$ cat src/rtl/par_ser.sv
// Parallel-to-serial lane transmitter: comma run after reset, then MSB-first bytes with idle fill.
// Define PAR_SER_FIFO_EN to replace the single hold register with a 4-entry FIFO.
module par_ser #(
   parameter int unsigned MIN_COMMA = 4,
   parameter logic [7:0]  IDLE_BYTE = 8'hBC
) (
   input  logic       clk_32f,
   input  logic       reset,
   input  logic [7:0] data_in,
   input  logic       valid_in,
   output logic       ready_out,
   output logic       data_out,
   output logic       byte_start,
   output logic       active
);

   // state | meaning
   // SYNC  | sending the comma run, no data accepted
   // RUN   | data accepted, idle byte fills empty slots
   localparam logic [0:0] ST_SYNC = 1'b0;
   localparam logic [0:0] ST_RUN  = 1'b1;

   localparam logic [7:0] LAST_COMMA = 8'(MIN_COMMA - 1);

   logic [0:0] state_q, state_d;
   logic [7:0] comma_cnt_q, comma_cnt_d;
   logic [2:0] bit_cnt_q, bit_cnt_d;
   logic [7:0] shift_q, shift_d;
   logic       data_out_q, data_out_d;
   logic       byte_start_q, byte_start_d;
   logic       active_q, active_d;
   logic [7:0] byte_sel;

   logic       load_slot;
   logic       run;
   logic       pop;
   logic       push;
   logic [7:0] head;

   assign load_slot = (bit_cnt_q == 3'd0);
   assign run       = (state_q == ST_RUN);
   assign push      = valid_in && ready_out;

`ifdef PAR_SER_FIFO_EN
   logic [7:0] fifo_q [4];
   logic [1:0] rd_ptr_q, wr_ptr_q;
   logic [2:0] count_q;

   assign pop       = load_slot && run && (count_q != 3'd0);
   assign ready_out = run && ((count_q < 3'd4) || pop);
   assign head      = fifo_q[rd_ptr_q];

   always_ff @(posedge clk_32f) begin
      if (reset) begin
         rd_ptr_q <= '0;
         wr_ptr_q <= '0;
         count_q  <= '0;
         for (int i = 0; i < 4; i++) fifo_q[i] <= '0;
      end else begin
         if (push) begin
            fifo_q[wr_ptr_q] <= data_in;
            wr_ptr_q         <= wr_ptr_q + 2'd1;
         end
         if (pop) rd_ptr_q <= rd_ptr_q + 2'd1;
         case ({push, pop})
            2'b10:   count_q <= count_q + 3'd1;
            2'b01:   count_q <= count_q - 3'd1;
            default: count_q <= count_q;
         endcase
      end
   end
`else
   logic [7:0] hold_q, hold_d;
   logic       hold_valid_q, hold_valid_d;

   assign pop       = load_slot && run && hold_valid_q;
   // A full hold frees up in a load slot, so a new byte can land as the old one leaves.
   assign ready_out = run && (!hold_valid_q || load_slot);
   assign head      = hold_q;

   always_comb begin
      hold_d       = push ? data_in : hold_q;
      hold_valid_d = push || (hold_valid_q && !pop);
   end

   always_ff @(posedge clk_32f) begin
      if (reset) begin
         hold_q       <= '0;
         hold_valid_q <= 1'b0;
      end else begin
         hold_q       <= hold_d;
         hold_valid_q <= hold_valid_d;
      end
   end
`endif

   always_comb begin
      state_d      = state_q;
      comma_cnt_d  = comma_cnt_q;
      bit_cnt_d    = bit_cnt_q;
      shift_d      = shift_q;
      data_out_d   = data_out_q;
      byte_start_d = byte_start_q;
      active_d     = active_q;
      byte_sel     = IDLE_BYTE;
      if (load_slot) begin
         byte_sel     = pop ? head : IDLE_BYTE;
         data_out_d   = byte_sel[7];
         shift_d      = {byte_sel[6:0], 1'b0};
         bit_cnt_d    = 3'd7;
         byte_start_d = 1'b1;
         // active moves only on slot boundaries so it aligns with byte_start
         active_d     = run;
         if (!run) begin
            comma_cnt_d = comma_cnt_q + 8'd1;
            if (comma_cnt_q == LAST_COMMA) state_d = ST_RUN;
         end
      end else begin
         data_out_d   = shift_q[7];
         shift_d      = {shift_q[6:0], 1'b0};
         bit_cnt_d    = bit_cnt_q - 3'd1;
         byte_start_d = 1'b0;
      end
   end

   always_ff @(posedge clk_32f) begin
      if (reset) begin
         state_q      <= ST_SYNC;
         comma_cnt_q  <= '0;
         bit_cnt_q    <= '0;
         shift_q      <= '0;
         data_out_q   <= 1'b0;
         byte_start_q <= 1'b0;
         active_q     <= 1'b0;
      end else begin
         state_q      <= state_d;
         comma_cnt_q  <= comma_cnt_d;
         bit_cnt_q    <= bit_cnt_d;
         shift_q      <= shift_d;
         data_out_q   <= data_out_d;
         byte_start_q <= byte_start_d;
         active_q     <= active_d;
      end
   end

   assign data_out   = data_out_q;
   assign byte_start = byte_start_q;
   assign active     = active_q;

endmodule

$ cat config.mk
export PLATFORM = sky130hd
export DESIGN_NAME = par_ser
export DESIGN_NICKNAME = d
export VERILOG_FILES = /design/src/rtl/par_ser.sv
export SDC_FILE = /design/constraint.sdc
export NUM_CORES = 1
export LEC_CHECK = 0
export ABC_CLOCK_PERIOD_IN_PS = 1400
export CAP_MARGIN = 20
export CORE_MARGIN = 3
export CORE_UTILIZATION = 45
export DETAILED_ROUTE_END_ITERATION = 7
export GPL_TIMING_DRIVEN = 0
export PLACE_DENSITY = 0.68
export SYNTH_ARGS = -nofsm -noshare
export SYNTH_HDL_FRONTEND = slang
export SYNTH_SLANG_ARGS = --single-unit
$ cat constraint.sdc
create_clock -name clk_32f -period 1.4 [get_ports clk_32f]
set_input_delay 0.21 -clock clk_32f [delete_from_list [all_inputs] [get_ports clk_32f]]
set_output_delay 0.21 -clock clk_32f [all_outputs]
set_load 0.03 [all_outputs]
After elaboration in Yosys (flattened, before gate mapping)

Cells that the tools add are included.

Bits of input ports: 11
Register bits after elaboration: 32
Output and inout port bits: 4
Word-level logic and storage cells: 31

Reduce and logical (&&, ||, !) cells: 11
Bitwise logic cells: 1
$add $sub $neg: 2
Eq/ne operators: 1
Mux-type cells: 7

Operator list:

| operator                                          | number |
|---|---|
| two-way mux 8 bit                                 | 2 |
| adder 8 x 1 -> 8 bit (second input constant)      | 1 |
| == test 8 x 2 -> 1 bit (second input constant)    | 1 |
| logical AND 1 bit                                 | 5 |
| two-way mux 1 bit                                 | 4 |
| zero test 3 bit                                   | 1 |
| two-way mux 3 bit                                 | 1 |
| subtractor 3 x 1 -> 3 bit (second input constant) | 1 |
| zero test 1 bit                                   | 2 |
| logical OR 1 bit                                  | 2 |
| AND reduction 2 bit                               | 1 |
| NOT 1 bit                                         | 1 |

Logic depth before layout (Yosys ltp)

Gate-level depths: netlist of run 1.

Depth in word-level cells: 6
Mapped depth: 6
Mapped depth without buffers: 5

Worst setup path after synthesis of run 1

No wires, ideal clock.

Kind: register -> output
Start point: register bit_cnt_q[0]
End point: output ready_out
Path buffers: 1
Setup slack: -0.449 ns
Arrival time: 1.639 ns
Required time: 1.190 ns
Cell stages (with the launch flop): 6
Path through: dfxtp_1 inv_1 ha_1 nand2b_1 buf_2 a21boi_0

Word-level cells in the longest chain between the ends: 3

RTL lines:

| item                   | RTL line | RTL |
|---|---|---|
| from (decl)            | 27       | `logic [2:0] bit_cnt_q, bit_cnt_d;` |
| from (signal assigned) | 138      | `bit_cnt_q <= bit_cnt_d;` |
| zero test 3 bit        | 40       | `assign load_slot = (bit_cnt_q == 3'd0);` |
| logical OR 1 bit       | 78       | `assign ready_out = run && (!hold_valid_q \|\| load_slot);` |
| logical AND 1 bit      | 78       |  |
| to (decl)              | 11       | `output logic ready_out,` |

No other way between the ends.

Worst setup path after layout of run 1

Ends and elaborated chain as after synthesis.

==> run summary, run 1 <==
FF+latch count, synth -> 31
Worst setup EP type -> primary output
Synth Area per Inst -> 9.55 um2
RSZ-0062 raised after global routing -> true
Yosys cell types -> 35
area grow syn2layout -> 35.1%
maximum clock path buffer count -> 2
DR vias -> 1081
outcome -> complete, but fails checks
clock slew at reported path FFs -> 100 ps
Seq pwr share -> 50.7%
number of fill cells in the layout -> 215
M1 wire length -> 1.30 mm
Core Area -> 2640 um2
Ys Warns -> 0
Starting Density -> 50.0%
Placer Congestion -> 0.793
Switching Fraction -> 27.6%
met3 WL -> 150 um
Rows -> 18
Tot GR Track Use -> 18.4%
Post-DRT Antenna Nets -> 0
crit path kind -> flop to primary output
GRT Residual Overflow -> 0
Worst-Margin Slew -> 352 ps
number of detailed-route iterations in the first pass -> 4
Post-synth EDFFs -> 0
HPWL Detailed -> 1.77 mm
final total power -> 1.93 mW
largest net degree at the start of global routing -> 11
Pwr per Cell Area -> 1080 nW/um2
cell with the most instances after synthesis -> dfxtp_1
antenna violations before repair -> 0
number of I/O pins -> 15
Crit path required time -> 1190 ps
die area -> 3610 um2
sequential share of the synthesized area -> 47.1%
Ant. Diodes -> 0
combinational share of power -> 21.8%
failing checks -> setup timing
CTS Sinks -> 31
CP Data Arrival Time -> 1270 ps
ranking of synthesized cells by area -> dfxtp_1 47%, nand2b_1 8.1%, mux2i_1 6.1%
internal power -> 1.40 mW
Core Util, Final -> 67.6%
Fin. Hold Viols -> 0
Routed WL per cell -> 14.4 um
top layer reached by signal wires -> met4
final setup fails -> 6
H-tree depth -> 2
port bufs -> 14
Num CTS Buffers -> 5
metal2 WL -> 1.34 mm
first-pass GRT wire length -> 4.70 mm
share of layout cells above drive strength 1 -> 29.2%
DRT iter0 DRCs -> 48
Tmin final -> 1480 ps
Max Slew Vio Count -> 0
DRC errors left -> 0
post-synth top area share -> 47.1%
number of global-route vias before repair -> 1013
Die X -> 60.1 um
CTS tree -> built
CP Launch Type -> flop
CTS Hold Buffers Added -> 0
Post-synth ARST share -> 0%
WL final -> 2.85 mm
worst-skew pair later-pin latency -> 340 ps
Final nets -> 182
Worst Path Max Fanout -> 3
Cells after Synth -> 138
Max-cap violations -> 0
Main synth FF type -> dfxtp_1
Max Clock Freq -> 0.676 GHz
Fin Clk Skew -> 11.2 ps
Synth top cells by count -> 31 x dfxtp_1, 17 x nand2b_1, 12 x nor2_1
root buffer cell -> clkbuf_4
setup slack after layout -> -78.7 ps
syn nets -> 152
period utilisation layout -> 106%
Max VDD drop -> 1.02 mV
Psw -> 531 uW
DIE HEIGHT -> 60.1 um
Mapped Area -> 1320 um2
area leader, netlist -> dfxtp_1
Leak -> 0.649 nW
clock network power share -> 27.5%
Hold Crit Class -> input pin to flop
Relative slew margins -> 76.5%
Vias/cell -> 5.46
worst paths after layout:
kind           startpoint    endpoint  slack [ps]  depth (start not counted)
max          bit_cnt_q[0]   ready_out         -80                          5
min            data_in[0]     head[0]         430                          3
max reg2reg  bit_cnt_q[0]  shift_q[4]         -30                          8
min reg2reg    shift_q[6]  shift_q[7]         440                          2
critical path, stage by stage, from the launching register on:
cell,delay [ps]
dfxtp_2,340
inv_2,70
ha_4,160
nand2b_4,70
a21boi_2,150
buf_6,140
area by class of cell:
class	instances	area, um2	area share, %
tap	30	37.5	2.11
clock buffer	6	51.3	2.88
inverter	3	11.3	0.632
clock inverter	1	5.00	0.281
sequential	31	626	35.1
timing repair buffer	24	236	13.3
buffer	7	51.3	2.88
multi-input combinational	96	762	42.8
metrics by stage:
stage / setup TNS, ps / hold WS (ps) / std cells / cell area, um2 / setup WS (ps)
6_report: -169 / 430 / 198 / 1780 / -78.7
5_1_grt: -752 / 424 / 198 / 1780 / -122
3_5_place_dp: -9850 / 427 / 182 / 1510 / -632
3_3_place_gp: -8830 / 420 / 182 / 1510 / -595
2_1_floorplan: 0 / 365 / 138 / 1330 / 11.9
4_1_cts: -343 / 429 / 197 / 1700 / -137
routing by layer:
metal  GRT usage, %  vias to the layer above
met5              0                        -
met3           8.21                        8
li1               -                      543
met1           22.7                      507
met4           8.54                        0
met2           27.3                       23
registers in the layout (all words and copies together) (netlist names):
signal	flops
comma_cnt_q	8
head	8
shift_q	7
bit_cnt_q	3
active	1
byte_start	1
data_out	1
hold_valid_q	1
run	1
what timing repair did:
item / CTS / global route
buffers inserted: 8 / 2
endpoints found under the setup margin: 28 / 29
cloned: 0 / 0
gates resized for setup: 28 / 22
pin swaps: 7 / 5
endpoints found under the hold margin: 0 / 0
power by group through the flow:
stage | Combinational [mW] | Sequential (mW) | Clock (mW)
after floorplan | 0.186 | 0.996 | 0
final | 0.419 | 0.978 | 0.530
after global placement | 0.278 | 0.987 | 0
after CTS | 0.382 | 0.971 | 0.542
after global routing | 0.453 | 0.984 | 0.584
after detailed placement | 0.287 | 0.987 | 0
cells in the final DEF, fill, tap and decap left out, drive strengths merged, types with 2 or more instances in the layout:
cell type       n
inv             3
nor2b           3
nand2b         17
nand3           3
nand2           7
nand4           3
mux2i           8
nor2           12
o22ai           5
clkdlybuf4s50  10
buf            14
dlygate4sd2     3
dfxtp          31
nor3            3
mux2            2
o31ai           2
o21ai           2
a21oi          10
ha              3
clkbuf         10
xnor2           2
or4             2
cell families (layout without fill, tap and decap cells):
logic type | after synthesis | count (layout) | share of synthesized area (%)
flops | 31 | 31 | 47.1
fa+ha+maj | 3 | 3 | 2.85
buf+inv | 11 | 41 | 3.42
mux | 10 | 10 | 7.79
simple gates | 58 | 58 | 26.4
compound gates | 23 | 23 | 11.1
xor+xnor | 2 | 2 | 1.33
Note: power is estimated with default switching activity, not from simulation.
==> run 2, diff against run 1 <==
--- a/config.mk
+++ b/config.mk
@@ -12,6 +12,7 @@
 export DETAILED_ROUTE_END_ITERATION = 7
 export GPL_TIMING_DRIVEN = 0
 export PLACE_DENSITY = 0.68
+export SKIP_CTS_REPAIR_TIMING = 1
 export SYNTH_ARGS = -nofsm -noshare
 export SYNTH_HDL_FRONTEND = slang
 export SYNTH_SLANG_ARGS = --single-unit
==> run 2 against run 1 <==
The flow still finishes with violations (setup timing); die area stayed put; fmax is 5.9% lower; utilization is 2.9 points lower; first-iteration DRC count is 60% higher; critical path type unchanged; largest power group unchanged.
==> run summary, run 2 (synthesis gave the netlist of run 1 again) <==
outcome -> complete, but fails checks
failing checks -> setup timing
reg-to-reg startpoint -> bit_cnt_q[0]
DR vias -> 1057
Tmin final -> 1570 ps
cells on worst reg2reg path -> 6
Max VDD drop -> 0.965 mV
Final nets -> 182
Relative slew margins -> 76.9%
number of detailed-route iterations in the first pass -> 4
port bufs -> 14
clock slew at reported path FFs -> 100 ps
GRT Residual Overflow -> 0
first-pass GRT wire length -> 4.33 mm
setup TNS -> -534 ps
Worst-Margin Slew -> 346 ps
Worst Path Max Fanout -> 8
Num CTS Buffers -> 5
DIE HEIGHT -> 60.1 um
final setup fails -> 10
DRT iter0 DRCs -> 77
DRC errors left -> 0
area grow syn2layout -> 29.3%
Ant. Diodes -> 0
Post-DRT Antenna Nets -> 0
HPWL Detailed -> 1.77 mm
setup slack after layout -> -172 ps
H-tree depth -> 2
Rows -> 18
CTS Sinks -> 31
fin cells -> 198
CP Data Arrival Time -> 1360 ps
number of global-route vias before repair -> 945
post-placement cell count -> 182
RSZ-0062 raised after global routing -> true
R2R Path End -> comma_cnt_q[7]
Hold Crit Class -> input pin to flop
Leak -> 0.668 nW
number of I/O pins -> 15
Max-cap violations -> 0
Core Area -> 2640 um2
CTS tree -> built
die area -> 3610 um2
Vias/cell -> 5.34
Max Slew Vio Count -> 0
worst-skew pair later-pin latency -> 330 ps
most common cell after layout, fill and taps aside -> dfxtp_1
share of layout cells above drive strength 1 -> 20.8%
period utilisation layout -> 112%
Placer Congestion -> 0.793
most frequent cells in the layout -> 30 x dfxtp_1, 16 x nand2b_1, 12 x nor2_1
number of fill cells in the layout -> 222
root buffer cell -> clkbuf_4
Fin. Hold Viols -> 0
Fin Clk Skew -> 10.7 ps
Tot GR Track Use -> 16.8%
Die X -> 60.1 um
Starting Density -> 50.0%
antenna violations before repair -> 0
crit path kind -> flop to primary output
Routed WL per cell -> 13.2 um
crit path capture -> ready_out
maximum clock path buffer count -> 2
Pwr per Cell Area -> 1100 nW/um2
Critical Path Start -> bit_cnt_q[0]
Max Clock Freq -> 0.636 GHz
R2R Setup Slk -> -160 ps
pre-CTS worst setup slack -> -632 ps
CP Launch Type -> flop
largest net degree at the start of global routing -> 11
Crit path required time -> 1190 ps
WL final -> 2.61 mm
Core Util, Final -> 64.7%
Worst setup EP type -> primary output
-- run 2: cell types whose count changed in the layout (fill, tap and decap cells not counted), moves of 2 or more --
cell,change
dfxtp_1,+3
dfxtp_2,-3
dlygate4sd2_1,-3
dlymetal6s2s_1,+3
o22ai_1,+3
mux2_1,+2
mux2_4,-2
o22ai_2,-2
-- run 2: critical path, stage by stage, from the launching register on --
cell,delay [ps]
dfxtp_2,330
inv_2,70
ha_4,160
nand2b_4,60
buf_6,130
a21boi_2,130
buf_6,140
-- run 2: where the power goes --
group / leakage, nW / internal (mW) / switching, mW
sequential: 0.252 / 0.935 / 0.0358
combinational: 0.382 / 0.205 / 0.167
clock: 0.0341 / 0.232 / 0.292
total: 0.668 / 1.37 / 0.495
-- run 2: how the worst min path moves through the flow --
stage                             from            to  slack (ps)  depth (start not counted)
after floorplan             data_in[0]       head[0]         370                          2
after global placement    bit_cnt_q[0]  bit_cnt_q[0]         420                          1
after detailed placement    shift_q[6]    shift_q[7]         430                          2
after CTS                   data_in[0]       head[0]         430                          3
after global routing        data_in[1]       head[1]         420                          3
final                       data_in[0]       head[0]         430                          3
-- run 2: cell type report --
type,instances,area [um2],share of cell area (%)
tap,30,37.5,2.20
clock inverter,1,5.00,0.294
inverter,3,11.3,0.661
multi-input combinational,96,692,40.6
sequential,31,622,36.5
buffer,8,52.6,3.08
timing repair buffer,23,233,13.7
clock buffer,6,51.3,3.01
-- run 2: metal layers --
layer	share of wire [%]	wire length (um)	up-vias	track usage (%)
met5	0	0	-	0
met4	1.8	46	0	8.23
met3	4.8	126	6	7.56
met2	46	1210	16	24.8
met1	47	1230	491	20.4
li1	-	-	544	-
-- run 2: stage by stage --
step / power [mW] / cell area [um2] / hold slack (ps)
2_1_floorplan: 1.18 / 1330 / 365
3_3_place_gp: 1.27 / 1510 / 420
3_5_place_dp: 1.27 / 1510 / 427
4_1_cts: 1.80 / 1570 / 429
5_1_grt: 1.97 / 1700 / 425
6_report: 1.87 / 1700 / 434
